### src/rtl/image_pkg.sv
// Shared image definitions: readout FSM states, BMP pixel-pair word layout
// and the bottom-up frame-memory addressing used by the reader and writer.
package image_pkg;

  typedef enum logic [2:0] {
    ST_IDLE,
    ST_VSYNC,
    ST_HSYNC,
    ST_DATA,
    ST_FLUSH,
    ST_DONE
  } state_t;

  localparam int unsigned BMP_HEADER_NUM = 54;

  localparam int unsigned PIX_W  = 8;
  localparam int unsigned WORD_W = 48;

  // Bit offsets of each colour byte inside one 48-bit pixel-pair word
  localparam int unsigned B0_LSB = 0;
  localparam int unsigned G0_LSB = 8;
  localparam int unsigned R0_LSB = 16;
  localparam int unsigned B1_LSB = 24;
  localparam int unsigned G1_LSB = 32;
  localparam int unsigned R1_LSB = 40;

  // Rows are stored bottom-up, so raster row 0 lives in the last stored row
  function automatic int unsigned pair_addr(input int unsigned row,
                                            input int unsigned col,
                                            input int unsigned width,
                                            input int unsigned height);
    return (height - 1 - row) * (width / 2) + col;
  endfunction

endpackage

### src/rtl/image_read_addr_gen.sv
// Row/column counters for frame readout; each issue registers the word address
// for the current pair and advances to the next one in raster order.
module image_read_addr_gen
  import image_pkg::*;
#(
  parameter int unsigned WIDTH  = 768,
  parameter int unsigned HEIGHT = 512,
  parameter int unsigned ADDR_W = 18
) (
  input  logic              i_clk,
  input  logic              i_rst_n,
  input  logic              i_clr,
  input  logic              i_issue,
  output logic [ADDR_W-1:0] o_addr,
  output logic              o_last_col,
  output logic              o_last_row
);

  localparam int unsigned HALF_W = WIDTH / 2;
  localparam int unsigned ROW_W  = (HEIGHT > 1) ? $clog2(HEIGHT) : 1;
  localparam int unsigned COL_W  = (HALF_W > 1) ? $clog2(HALF_W) : 1;

  logic [ROW_W-1:0]  r_row;
  logic [COL_W-1:0]  r_col;
  logic [ADDR_W-1:0] r_addr;
  logic              r_last_col;
  logic              r_last_row;
  logic              w_col_end;
  logic              w_row_end;

  assign w_col_end = (r_col == COL_W'(HALF_W - 1));
  assign w_row_end = (r_row == ROW_W'(HEIGHT - 1));

  // Flags travel with the address so the FSM knows which beat is on the bus
  always_ff @(posedge i_clk or negedge i_rst_n) begin
    if (!i_rst_n) begin
      r_row      <= '0;
      r_col      <= '0;
      r_addr     <= '0;
      r_last_col <= 1'b0;
      r_last_row <= 1'b0;
    end else if (i_clr) begin
      r_row      <= '0;
      r_col      <= '0;
    end else if (i_issue) begin
      r_addr     <= ADDR_W'(pair_addr(32'(r_row), 32'(r_col), WIDTH, HEIGHT));
      r_last_col <= w_col_end;
      r_last_row <= w_row_end;
      if (w_col_end) begin
        r_col <= '0;
        r_row <= w_row_end ? '0 : r_row + ROW_W'(1);
      end else begin
        r_col <= r_col + COL_W'(1);
      end
    end
  end

  assign o_addr     = r_addr;
  assign o_last_col = r_last_col;
  assign o_last_row = r_last_row;

endmodule

### src/rtl/image_read_stream.sv
// Frame-readout engine: fetches a bottom-up stored BMP image two pixels per
// word and streams it top row first with vertical and horizontal blanking.
module image_read_stream
  import image_pkg::*;
#(
  parameter int unsigned WIDTH          = 768,
  parameter int unsigned HEIGHT         = 512,
  parameter int unsigned START_UP_DELAY = 100,
  parameter int unsigned HSYNC_DELAY    = 160,
  parameter int unsigned ADDR_W         = 18
) (
  input  logic              HCLK,
  input  logic              HRESETn,
  input  logic              start,
  output logic              mem_rd,
  output logic [ADDR_W-1:0] mem_addr,
  input  logic [47:0]       mem_rdata,
  output logic              VSYNC,
  output logic              data_write,
  output logic [7:0]        DATA_R0,
  output logic [7:0]        DATA_G0,
  output logic [7:0]        DATA_B0,
  output logic [7:0]        DATA_R1,
  output logic [7:0]        DATA_G1,
  output logic [7:0]        DATA_B1,
  output logic              busy,
  output logic              ctrl_done
);

  localparam int unsigned DLY_MAX0 = (START_UP_DELAY > HSYNC_DELAY) ? START_UP_DELAY : HSYNC_DELAY;
  localparam int unsigned DLY_MAX  = (DLY_MAX0 > 2) ? DLY_MAX0 : 2;
  localparam int unsigned DLY_W    = $clog2(DLY_MAX + 1);

  state_t             r_state;
  logic [DLY_W-1:0]   r_dly;
  logic               r_mem_rd;
  logic               r_vsync;
  logic               r_busy;
  logic               r_done;
  logic               r_rd_d1;
  logic               r_data_write;
  logic [PIX_W-1:0]   r_r0, r_g0, r_b0, r_r1, r_g1, r_b1;

  logic               w_clr;
  logic               w_issue;
  logic               w_hsync_end;
  logic               w_last_col;
  logic               w_last_row;

  assign w_clr       = (r_state == ST_IDLE) && start;
  assign w_hsync_end = (r_dly == DLY_W'(HSYNC_DELAY - 1));
  assign w_issue     = ((r_state == ST_HSYNC) && w_hsync_end) ||
                       ((r_state == ST_DATA) && !w_last_col);

  image_read_addr_gen #(
    .WIDTH  (WIDTH),
    .HEIGHT (HEIGHT),
    .ADDR_W (ADDR_W)
  ) u_addr_gen (
    .i_clk      (HCLK),
    .i_rst_n    (HRESETn),
    .i_clr      (w_clr),
    .i_issue    (w_issue),
    .o_addr     (mem_addr),
    .o_last_col (w_last_col),
    .o_last_row (w_last_row)
  );

  // Frame sequencing; outputs change on the same edge as the state they belong to
  always_ff @(posedge HCLK or negedge HRESETn) begin
    if (!HRESETn) begin
      r_state  <= ST_IDLE;
      r_dly    <= '0;
      r_mem_rd <= 1'b0;
      r_vsync  <= 1'b0;
      r_busy   <= 1'b0;
      r_done   <= 1'b0;
    end else begin
      case (r_state)
        ST_IDLE: begin
          if (start) begin
            r_state <= ST_VSYNC;
            r_dly   <= '0;
            r_vsync <= 1'b1;
            r_busy  <= 1'b1;
          end
        end
        ST_VSYNC: begin
          if (r_dly == DLY_W'(START_UP_DELAY - 1)) begin
            r_state <= ST_HSYNC;
            r_dly   <= '0;
            r_vsync <= 1'b0;
          end else begin
            r_dly <= r_dly + DLY_W'(1);
          end
        end
        ST_HSYNC: begin
          if (w_hsync_end) begin
            r_state  <= ST_DATA;
            r_dly    <= '0;
            r_mem_rd <= 1'b1;
          end else begin
            r_dly <= r_dly + DLY_W'(1);
          end
        end
        ST_DATA: begin
          if (w_last_col) begin
            r_mem_rd <= 1'b0;
            r_state  <= w_last_row ? ST_FLUSH : ST_HSYNC;
          end
        end
        ST_FLUSH: begin
          if (r_dly == DLY_W'(1)) begin
            r_state <= ST_DONE;
            r_dly   <= '0;
            r_done  <= 1'b1;
            r_busy  <= 1'b0;
          end else begin
            r_dly <= r_dly + DLY_W'(1);
          end
        end
        ST_DONE: begin
          r_done  <= 1'b0;
          r_state <= ST_IDLE;
        end
        default: r_state <= ST_IDLE;
      endcase
    end
  end

  // Two-stage read pipeline: memory latency, then pixel capture
  always_ff @(posedge HCLK or negedge HRESETn) begin
    if (!HRESETn) begin
      r_rd_d1      <= 1'b0;
      r_data_write <= 1'b0;
      r_r0 <= '0; r_g0 <= '0; r_b0 <= '0;
      r_r1 <= '0; r_g1 <= '0; r_b1 <= '0;
    end else begin
      r_rd_d1      <= r_mem_rd;
      r_data_write <= r_rd_d1;
      if (r_rd_d1) begin
        r_r0 <= mem_rdata[R0_LSB +: PIX_W];
        r_g0 <= mem_rdata[G0_LSB +: PIX_W];
        r_b0 <= mem_rdata[B0_LSB +: PIX_W];
        r_r1 <= mem_rdata[R1_LSB +: PIX_W];
        r_g1 <= mem_rdata[G1_LSB +: PIX_W];
        r_b1 <= mem_rdata[B1_LSB +: PIX_W];
      end
    end
  end

  assign mem_rd     = r_mem_rd;
  assign VSYNC      = r_vsync;
  assign busy       = r_busy;
  assign ctrl_done  = r_done;
  assign data_write = r_data_write;
  assign DATA_R0    = r_r0;
  assign DATA_G0    = r_g0;
  assign DATA_B0    = r_b0;
  assign DATA_R1    = r_r1;
  assign DATA_G1    = r_g1;
  assign DATA_B1    = r_b1;

endmodule
### config.mk
export PLATFORM = sky130hd
export DESIGN_NAME = image_read_stream
export DESIGN_NICKNAME = d
export VERILOG_FILES = /design/src/rtl/image_pkg.sv /design/src/rtl/image_read_addr_gen.sv /design/src/rtl/image_read_stream.sv
export SDC_FILE = /design/constraint.sdc
export NUM_CORES = 1
export LEC_CHECK = 0
export CORE_ASPECT_RATIO = 1.1
export CORE_UTILIZATION = 41
export DETAILED_ROUTE_END_ITERATION = 8
export MAX_ROUTING_LAYER = met4
export PLACE_DENSITY = 0.68
export SYNTH_ARGS = -nofsm -noshare
export SYNTH_HDL_FRONTEND = slang
export SYNTH_HIERARCHICAL = 1
export SYNTH_SLANG_ARGS = --single-unit
### constraint.sdc
create_clock -name HCLK -period 7.7 [get_ports HCLK]
set_input_delay 1.155 -clock HCLK [delete_from_list [all_inputs] [get_ports HCLK]]
set_output_delay 1.155 -clock HCLK [all_outputs]
set_load 0.02 [all_outputs]
### Yosys cells after proc, flatten, opt, wreduce, memory -nomap -nowiden

Index checks and enable logic that the tools add are counted.

| operators by class | value |
|---|---|
| reductions and logical operators | 21 |
| bitwise gates (word level) | 1 |
| add/subtract/negate cells | 5 |
| equal/unequal tests | 15 |
| multipliers | 1 |
| multiplexer cells | 29 |

Operator list:

| cell | count |
|---|---|
| $mux 9 | 7 |
| $mul 32x2->11 const B | 1 |
| $mux 8 | 4 |
| $pmux 8 s4 | 1 |
| $add 18x9->18 | 1 |
| $add 9x1->9 const B | 2 |
| $eq 9x9->1 const B | 2 |
| $mux 3 | 6 |
| $pmux 3 s5 | 1 |
| $reduce_bool 2->1 | 6 |
| $sub 9x9->10 const A | 1 |
| $reduce_and 3->1 | 3 |
| $add 8x1->8 const B | 1 |
| $eq 8x1->1 const B | 1 |
| $eq 8x7->1 const B | 1 |
| $eq 8x8->1 const B | 1 |
| $ne 2x2->1 const B | 4 |
| $pmux 1 s2 | 4 |
| $reduce_and 2->1 | 4 |
| $eq 3x2->1 const B | 2 |
| $eq 3x3->1 const B | 2 |
| $mux 1 | 6 |
| $reduce_and 5->1 | 1 |
| $reduce_bool 4->1 | 1 |
| other kinds (7) | 9 |

| word-level totals | value |
|---|---|
| logic and storage cells | 91 |
| input port bits | 51 |
| register bits | 103 |
| output and inout bits | 71 |

### Longest topological paths before layout

| logic depth | value |
|---|---|
| depth after elaboration | 5 |
| gate-level depth with buffers | 11 |

### Cells and area by module

The synthesis kept the hierarchy.

Modules (own cells, without submodules):

| module | area each (um2) | times used | cells each | sequential area each (um2) |
|---|---|---|---|---|
| image_read_stream | 2,793.9 | 1 | 204 | 1,626.6 |
| image_read_addr_gen | 2,459.9 | 1 | 270 | 950.9 |

### Worst setup path after synthesis

No wires, ideal clock.

| timing path | value |
|---|---|
| path kind | reg-to-reg |
| start point | register u_addr_gen.r_row[1] |
| end point | register u_addr_gen.r_addr[17], in the netlist u_addr_gen/o_addr[17] |
| arrival time | 2.669 ns |
| slack | 4.900 ns |
| buffers on the path | 0 |
| library setup time | 0.131 ns |
| stages on the path, launching flop included | 12 |
| path through | dfrtp_1 inv_1 ha_1 inv_1 fa_1 and2b_1 o22ai_1 xnor2_1 nand3_2 nor4_4 nor2_1 or3_1 |

| on the way | value |
|---|---|
| longest elaborated chain between the ends | 3 |

RTL lines:

| element | line | text |
|---|---|---|
| from (decl) | image_read_addr_gen.sv:23 | `logic [ROW_W-1:0] r_row;` |
| from (signal assigned) | image_read_addr_gen.sv:51 | `r_row <= w_row_end ? '0 : r_row + ROW_W'(1);` |
| $sub 9x9->10 | image_pkg.sv:32 | `return (height - 1 - row) * (width / 2) + col;` |
| $mul 32x2->11 | image_pkg.sv:32 |  |
| $add 18x9->18 | image_pkg.sv:32 |  |
| to (signal assigned) | image_read_addr_gen.sv:46 | `r_addr <= ADDR_W'(pair_addr(32'(r_row), 32'(r_col), WIDTH, HEIGHT));` |
| to (decl) | image_read_addr_gen.sv:25 | `logic [ADDR_W-1:0] r_addr;` |

No other way between the ends.
A chain may end at the register's enable or synchronous reset.

### Worst setup path in the final report

| timing path | value |
|---|---|
| start point | input port start |
| end point | register u_addr_gen.r_addr[9], in the netlist u_addr_gen/o_addr[9] |

| on the way | value |
|---|---|
| longest elaborated chain between the ends | 3 |

RTL lines:

| element | line | text |
|---|---|---|
| from (decl) | image_read_stream.sv:14 | `input logic start,` |
| $logic_and 1x1->1 | image_read_stream.sv:50 | `assign w_clr = (r_state == ST_IDLE) && start;` |
| net w_clr | image_read_stream.sv:44 | `logic w_clr;` |
| $not 1->1 (no source line) | - |  |
| $reduce_and 2->1 (no source line) | - |  |

The timed path passes the listed nets, and every way through them passes these cells.

==> results.ini <==
[worst_hold_path]
hold_class=flip-flop to flip-flop

[floorplanning]
die-height_um=121
ioPinCount=122
start_util_pct=41.9
die_w_um=110
fp.coreArea_um2=12500
placementRows=43
die-area_um2=13300

[power_and_ir_drop]
power.density_nw_per_um2=195
p_leak_nw=3.05
total_power_mw=1.34
ir_worst_vdd_mv=0.103

[clock_tree]
clkSinkCount=103
clock_latency_ps=340
cts_hold_buf=0
tritoncts=done
cts_setup_buffers=0
cts-root-buf=clkbuf_16
htreeDepth=3
clk_pin_slew_ps=70
cts_inserted_buffers=9
cts_buffer_depth=2
cts_resized=0

[timing]
slew_violations=0
max_freq_mhz=308
worst_pin_slew_ps=1120
hold_viol_final=0
post-route-period-util_pct=42.1
max_slew_margin_pct=25.2
whs_ps=454
min_period_ps=3240
setup_viol=0
tns_ps=0
timing.final.ws_setup_ps=4460
rsz0062_at_grt=no
fin_skew_ps=7.66

[detailed_routing]
ant_nets=0
vias_per_cell=5.21
highest_layer=met4
drc_errors=0
drtIter0Drc=215
vias=3922
drt_pass1_iterations=4
routed-wl-met3_um=680
wl_per_cell_um=14.4
wl_met1_mm=4.91
routed_wl_mm=10.9
wl_met2_mm=5.18

[setup_path]
cp-start-kind=input port
crit_arrival_ps=3420
crit_buf_inv=1
cp_top_family=simple AND/OR/NAND/NOR gates
max_stage_delay_ps=840
critPathRequiredTime_ps=7880
cp_cell_sequence=clkdlybuf4s50_1 -> nand2_1 -> nor2_1 -> nand2b_1 -> o21ai_0
worstSetupPathType=input port to flip-flop
cpMaxStageDelayCell=nand2b_1
critPathCaptureType=flip-flop
cp_max_fo=29

[yosys]
syn_nets=550
async_flop_share_pct=100
synth.yosys.seq_area_share_pct=49.1
yosysWarnings=6
yosysUniqueCellTypes=69
synth-seq-cells=103
synth_edf_count=0
synth_area_um2=5250
syn-mean-instance-area_um2=11.1
synth_cells=474
synthFlopType=dfrtp_1

[placed_design]
placedInstanceArea_um2=6600
io_buffers=121
hpwlAfterDp_mm=7.91
dp.cells=737
gp_congestion=0.823
place_ws_ps=4080

[global_route]
gr-total-overflow=0
grt_max_degree=90
grt.total_usage_pct=17.6
grt_antenna_before_repair=0
grt_pass1_vias=3883
grt_pass1_wl_mm=18.1

[finish]
syn_to_final_growth_pct=31.3
final_util_pct=55.0
fin_nets=667
instances_no_fill=753
layout_common_cells=clkdlybuf4s50_1, dfrtp_1, nand2_1, mux2_2, o21ai_0
layout_commonest_cell=clkdlybuf4s50_1
diodes=0
drive_above_1_share_pct=15.6
postLayoutCellArea_um2=6900
nFillCells=1092

[status]
status=completed

[job]
maxCapViolCount=0

## synthesized netlist by cell type (2+ instances only)
master,n,area [µm²]
inv_1,18,67.6
clkbuf_1,11,41.3
xnor2_1,8,70.1
nand4_1,4,25.0
xor2_1,9,78.8
nor3_1,12,60.1
or2_2,2,12.5
a211oi_1,2,15.0
o31a_1,3,26.3
mux2_2,48,541
nor2b_1,5,31.3
nor3b_1,6,45.0
nor2_1,26,97.6
a211oi_2,3,37.5
o21ai_0,32,160
a21oi_1,10,50.1
fa_1,2,40.0
nand3_1,9,45.0
a31oi_1,4,25.0
nand3_2,2,20.0
nand2b_1,4,25.0
nand2_1,60,225
o22ai_1,2,12.5
o21ai_1,3,15.0
nor4_4,3,63.8
mux2i_1,4,40.0
or4_1,3,22.5
or3_1,3,18.8
ha_1,23,288
o31ai_1,10,75.1
and3_1,2,12.5
dfrtp_1,103,2580
buf_1,2,7.51
## flip-flops by register name, indices dropped and copies added, names as in the netlist
| signal | flops |
|---|---|
| DATA_R1 | 8 |
| u_addr_gen/o_last_row | 1 |
| r_dly | 8 |
| r_rd_d1 | 1 |
| DATA_B1 | 8 |
| mem_rd | 1 |
| u_addr_gen/r_row | 9 |
| DATA_G0 | 8 |
| DATA_R0 | 8 |
| data_write | 1 |
| DATA_G1 | 8 |
| VSYNC | 1 |
| DATA_B0 | 8 |
| ctrl_done | 1 |
| u_addr_gen/o_last_col | 1 |
| u_addr_gen/r_col | 9 |
| r_state | 3 |
| u_addr_gen/o_addr | 18 |
| busy | 1 |
## layout make-up
cell class | instances | area (µm²) | area share, %
Sequential cell | 103 | 2580 | 37.4
Multi-Input combinational cell | 336 | 2530 | 36.7
Timing Repair Buffer | 122 | 1220 | 17.6
Clock buffer | 10 | 239 | 3.46
Tap cell | 157 | 196 | 2.85
Inverter | 19 | 71.3 | 1.03
Clock inverter | 6 | 65.1 | 0.943
## cells by family after synthesis
| family | synth area share, % |
|---|---|
| flops | 49.1 |
| fa+ha+maj | 6.24 |
| compound gates | 11.6 |
| mux | 11.1 |
| buf+inv | 2.74 |
| xor+xnor | 2.83 |
| simple gates | 16.5 |
## path summary, 6_finish.rpt
| path | startpoint | cells past startpoint | to | slack (ps) |
|---|---|---|---|---|
| setup / recovery | start | 5 | u_addr_gen/o_addr[9] | 4460 |
| setup reg to reg | r_dly[0] | 10 | u_addr_gen/r_row[4] | 4520 |
| hold / removal | mem_rd | 0 | r_rd_d1 | 450 |
| hold reg to reg | mem_rd | 0 | r_rd_d1 | 450 |
| min in group asynchronous | HRESETn | 1 | r_dly[2] | 660 |
| max in group asynchronous | HRESETn | 2 | r_rd_d1 | 5670 |
## per-layer routing
metal	up-vias	GRT usage [%]
li1	1908	-
met1	1902	22.5
met2	104	28.2
met3	8	3.56
met4	0	5.33
met5	-	-
## power breakdown
part	switching, mW	internal, mW	leakage, nW
sequential	0.0418	0.564	1.41
clock	0.199	0.262	0.149
combinational	0.156	0.122	1.49
Power figures use the tool's default switching activity.
